### config.mk
export PLATFORM = sky130hd
export DESIGN_NAME = sn_to_bin_flat
export DESIGN_NICKNAME = d
export VERILOG_FILES = /design/src/rtl/sn_to_bin_if.sv /design/src/rtl/sn_to_bin.sv /design/src/flat_wrapper.sv
export SDC_FILE = /design/constraint.sdc
export NUM_CORES = 1
export LEC_CHECK = 0
export ABC_AREA = 0
export CAP_MARGIN = 20
export CORE_MARGIN = 4
export CORE_UTILIZATION = 27
export CTS_CLUSTER_DIAMETER = 200
export DETAILED_ROUTE_END_ITERATION = 16
export PLACE_DENSITY_LB_ADDON = 0.2
export SLEW_MARGIN = 20
export SYNTH_ARGS = -nofsm -noshare
export SYNTH_HDL_FRONTEND = slang
export SYNTH_SLANG_ARGS = --single-unit
### constraint.sdc
create_clock -name clk -period 3.8 [get_ports clk]
set_input_delay 0.95 -clock clk [delete_from_list [all_inputs] [get_ports clk]]
set_output_delay 0.95 -clock clk [all_outputs]
set_load 0.005 [all_outputs]
### src/rtl/sn_to_bin_if.sv
// Handshake/data bundle between a stochastic stream source and the sn_to_bin decoder.
interface sn_to_bin_if #(parameter int WIDTH = 7);
  logic           start;
  logic           abort;
  logic           sn_in;
  logic           busy;
  logic           valid;
  logic [WIDTH:0] result;

  modport master (output start, output abort, output sn_in,
                  input  busy,  input  valid, input  result);
  modport slave  (input  start, input  abort, input  sn_in,
                  output busy,  output valid, output result);
endinterface

### src/rtl/sn_to_bin.sv
// Stochastic-to-binary decoder: counts ones of sn_in over a 2^WIDTH-cycle window.
// Optional macro SN_BIPOLAR_EN selects a saturated two's-complement bipolar result.
module sn_to_bin #(
  parameter int WIDTH = 7
) (
  input logic         clk,
  input logic         rst,
  sn_to_bin_if.slave  bus
);

  typedef enum logic {S_IDLE, S_COUNT} state_t;

  state_t         r_state;
  logic [WIDTH-1:0] r_cnt;
  logic [WIDTH:0]   r_acc;
  logic             r_busy;
  logic             r_valid;
  logic [WIDTH:0]   r_result;

  logic [WIDTH:0]   w_sum;
  logic [WIDTH:0]   w_res;

  assign w_sum = r_acc + {{WIDTH{1'b0}}, bus.sn_in};

`ifdef SN_BIPOLAR_EN
  logic [WIDTH+1:0] w_bi;
  // 2*ones - 2^WIDTH; the single out-of-range value (+2^WIDTH) clamps to max positive
  assign w_bi  = {w_sum, 1'b0} - (WIDTH+2)'(1 << WIDTH);
  assign w_res = (w_sum == (WIDTH+1)'(1 << WIDTH)) ? (WIDTH+1)'((1 << WIDTH) - 1)
                                                   : w_bi[WIDTH:0];
`else
  assign w_res = w_sum;
`endif

  always_ff @(posedge clk or posedge rst) begin
    if (rst) begin
      r_state  <= S_IDLE;
      r_cnt    <= '0;
      r_acc    <= '0;
      r_busy   <= 1'b0;
      r_valid  <= 1'b0;
      r_result <= '0;
    end else begin
      r_valid <= 1'b0;
      case (r_state)
        S_IDLE: begin
          if (bus.start) begin
            r_cnt   <= '0;
            r_acc   <= '0;
            r_busy  <= 1'b1;
            r_state <= S_COUNT;
          end
        end
        S_COUNT: begin
          if (bus.abort) begin
            r_busy  <= 1'b0;
            r_state <= S_IDLE;
          end else if (r_cnt == {WIDTH{1'b1}}) begin
            r_result <= w_res;
            r_valid  <= 1'b1;
            r_busy   <= 1'b0;
            r_cnt    <= '0;
            r_state  <= S_IDLE;
          end else begin
            r_acc <= w_sum;
            r_cnt <= r_cnt + 1'b1;
          end
        end
        default: r_state <= S_IDLE;
      endcase
    end
  end

  assign bus.busy   = r_busy;
  assign bus.valid  = r_valid;
  assign bus.result = r_result;

endmodule

### src/flat_wrapper.sv
// flat-port wrapper written by rule: the top's interface ports become plain ports
module sn_to_bin_flat 
#(
  parameter int WIDTH = 7
)
  (clk, rst, bus_start, bus_abort, bus_sn_in, bus_busy, bus_valid, bus_result);
  sn_to_bin_if #(.WIDTH(WIDTH)) bus_i ();
  input logic clk;
  input logic rst;
  input wire logic [$bits(bus_i.start)-1:0] bus_start;
  input wire logic [$bits(bus_i.abort)-1:0] bus_abort;
  input wire logic [$bits(bus_i.sn_in)-1:0] bus_sn_in;
  output wire logic [$bits(bus_i.busy)-1:0] bus_busy;
  output wire logic [$bits(bus_i.valid)-1:0] bus_valid;
  output wire logic [$bits(bus_i.result)-1:0] bus_result;
  assign bus_i.start = bus_start;
  assign bus_i.abort = bus_abort;
  assign bus_i.sn_in = bus_sn_in;
  assign bus_busy = bus_i.busy;
  assign bus_valid = bus_i.valid;
  assign bus_result = bus_i.result;
  sn_to_bin #(.WIDTH(WIDTH)) u_core (.clk(clk), .rst(rst), .bus(bus_i));
endmodule
==> results_dict.tcl <==
set metrics [dict create \
    outcome "complete, no violations" \
    period_share_pct 62.07 \
    grt_pass1_wl_um 4560 \
    p_int_mw 0.4777 \
    crit_path_max_fanout 12 \
    min_period_ps 2359 \
    path_clk_slew_ps 100 \
    cts-buffers-inserted 3 \
    dp_hpwl_um 1854 \
    vdd_drop_max_mv 0.2658 \
    clk_latency_ps 280 \
    post_drt_wl_per_cell_um 13.37 \
    dieWidth_um 77.56 \
    syn_nets 133 \
    cpMaxStageDelayCell "a31oi_2" \
    totalPowerFinal_mw 0.6510 \
    n_antenna_cell 0 \
    met1_length_um 1222 \
    synth-edff-count 0 \
    ant_nets 0 \
    finalSetupViolations 0 \
    drv_cap 0 \
    slew_headroom_pct 59.89 \
    slowest_delay_ps 500 \
    async_reset_ff_share_pct 100.0 \
    wl_met3_um 109 \
    fmax_mhz 424.0 \
    multi_input_area_um2 618.1 \
    yosys.area.top_type "dfrtp_1" \
    seq_area_frac_synth_pct 49.81 \
    yosysWarnings 0 \
    synth-seq-cells 26 \
    synth_area_leaders "dfrtp_1 50%, a21oi_1 4.6%, nand3_1 3.4%" \
    finClkSkew_ps 7.641 \
    path_class "in -> reg" \
    cts_tree "built" \
    clock-sinks 26 \
    synth_cell_type_count 37 \
    end_kind "flop" \
    nets 149 \
    track_usage_pct 9.383 \
    arrival_ps 2560 \
    cp-start-kind "primary input" \
    crit_chain "clkdlybuf4s50_1 > nand2b_2 > a31oi_2 > or2b_1 > a31oi_1" \
    seqPwrFrac_pct 50.7 \
    p_clk_share_pct 35.9 \
    vias 966 \
    whs_ps 509.2 \
    finalHoldViolations 0 \
    post-place-ws_ps 1084 \
    antenna_found_initial 0 \
    drive_above_1_share_pct 15.00 \
    hold_buffers 0 \
    drc 0 \
    finalMaxSlewViolations 0 \
    p_per_area_nw_per_um2 418.6 \
    synth_most_common_cell "dfrtp_1" \
    switchingPower_mw 0.1733 \
    grt_setup_unrepaired "no" \
    synth.top_cell.area_share_pct 49.81 \
    syn-cell-area_um2 1306 \
    holdCritPathClass "reg -> reg" \
    syn2layout_area_growth_pct 19.06 \
    seq_area_um2 650.6 \
    die-area_um2 6015 \
    synthTopCellsByCount "26 x dfrtp_1, 12 x a21oi_1, 11 x nand2_1, 11 x nor2_1, 9 x nand3_1" \
    path_delay_family "compound AO/OA/AOI/OAI gates" \
    clockRootBuffer "clkbuf_8" \
    avgSynthCellArea_um2 10.45 \
    setup_ws_ps 1441 \
    initial_core_util_pct 27.84 \
    final.setup.tns_ps 0 \
    highest_layer "met4" \
    synthFlopType "dfrtp_1" \
    io_pins 15 \
    swShare_pct 26.62 \
    nFillCells 485 \
    drtIter0Drc 32 \
    cts-resized-gates 0 \
    gp_congestion 0.7683 \
    cts_buffer_depth 2 \
    power_frac_comb_pct 13.4 \
    cp.required_ps 4000 \
    firstDrtPassIters 4 \
    p_leak_nw 0.6915 \
    grt_max_degree 27 \
    core_um2 4692 \
    syn_inst 125 \
    tightest_slew_ps 599.7 \
    dr_wl_met2_um 1250 \
    path_buf_inv 1 \
    htree_levels 1 \
    drt_wl_total_um 2593 \
    overflow 0 \
    rows 25 \
    cts_setup_buffers 0 \
    grt_pass1_vias 971 \
    port_buffers 14 \
    die_y_um 77.56 \
    routed_via_density 4.979 \
]
power groups by stage:
stage	clock (mW)	combinational (mW)	sequential (mW)
2_1_floorplan	0	0.0766	0.322
3_3_place_gp	0	0.0869	0.334
3_5_place_dp	0	0.0892	0.334
4_1_cts	0.240	0.0885	0.330
5_1_grt	0.251	0.100	0.336
6_report	0.234	0.0872	0.330
final timing paths:
| path | start | to | slack, ps | depth (start not counted) |
|---|---|---|---|---|
| max reg2reg | u_core.r_cnt[0] | u_core.bus.result[1] | 1840 | 4 |
| max | bus_abort | u_core.r_acc[2] | 1440 | 5 |
| min in group asynchronous | rst | u_core.r_acc[6] | 1040 | 2 |
| max in group asynchronous | rst | u_core.r_acc[1] | 2380 | 2 |
| min reg2reg | u_core.r_acc[7] | u_core.r_acc[7] | 510 | 1 |
| min | u_core.r_acc[7] | u_core.r_acc[7] | 510 | 1 |
flip-flops by register name, summed over array words and instances, names as in the netlist:
name,count
u_core.r_state,1
u_core.bus.valid,1
u_core.bus.result,8
u_core.bus.busy,1
u_core.r_cnt,7
u_core.r_acc,8
placed cells by master, fill, tap and decap left out, types with 2 or more instances in the layout:
cell type        instances
and3_1                   3
xnor2_1                  4
mux2_2                   2
nand2_1                 11
xor2_1                   3
or2b_1                   2
ha_1                     3
o21ai_0                  3
clkbuf_8                 3
dfrtp_1                 26
a21oi_1                 12
a31oi_1                  5
clkdlybuf4s50_1         14
nor2_1                  11
nand2_2                  2
nand2b_1                 3
a21oi_2                  3
nand3_1                  9
stage by stage:
stage / area [um^2] / cells / util (%)
2_1_floorplan: 1306 / 125 / -
3_3_place_gp: 1484 / 190 / 31.63
3_5_place_dp: 1484 / 190 / 31.63
4_1_cts: 1555 / 194 / 33.15
5_1_grt: 1555 / 194 / 33.15
6_report: 1555 / 194 / 33.15
layer usage:
metal	global-route usage, %	vias up
met2	15.72	22
li1	-	478
met1	12.55	464
met5	0	-
met4	1.068	0
met3	2.436	2
layout make-up:
type                    instances  area share [%]
inverters                       2          0.4827
flip-flops and latches         26           41.83
multi-input cells              94           39.74
clock buffers                   3           2.655
clock inverters                 1           1.931
well taps                      54           4.344
repair buffers                 14           9.010
worst register-to-register path: cells and delay by family, from the launching register on:
kind | cells | cell delay, ps
adder cells (fa/ha/maj) | 1 | 340
flip-flops | 1 | 420
multiplexers | 1 | 410
AND/OR/NAND/NOR | 2 | 690
kinds of logic (layout without fill, tap and decap cells):
| logic type | count (synthesis) | count (layout) | synth area share, % |
|---|---|---|---|
| mux | 3 | 3 | 2.490 |
| flops | 26 | 26 | 49.81 |
| buf+inv | 5 | 20 | 2.874 |
| simple gates | 51 | 51 | 21.65 |
| fa+ha+maj | 3 | 3 | 2.874 |
| compound gates | 30 | 30 | 15.61 |
| xor+xnor | 7 | 7 | 4.694 |
Note: power is estimated with default switching activity, not from simulation.
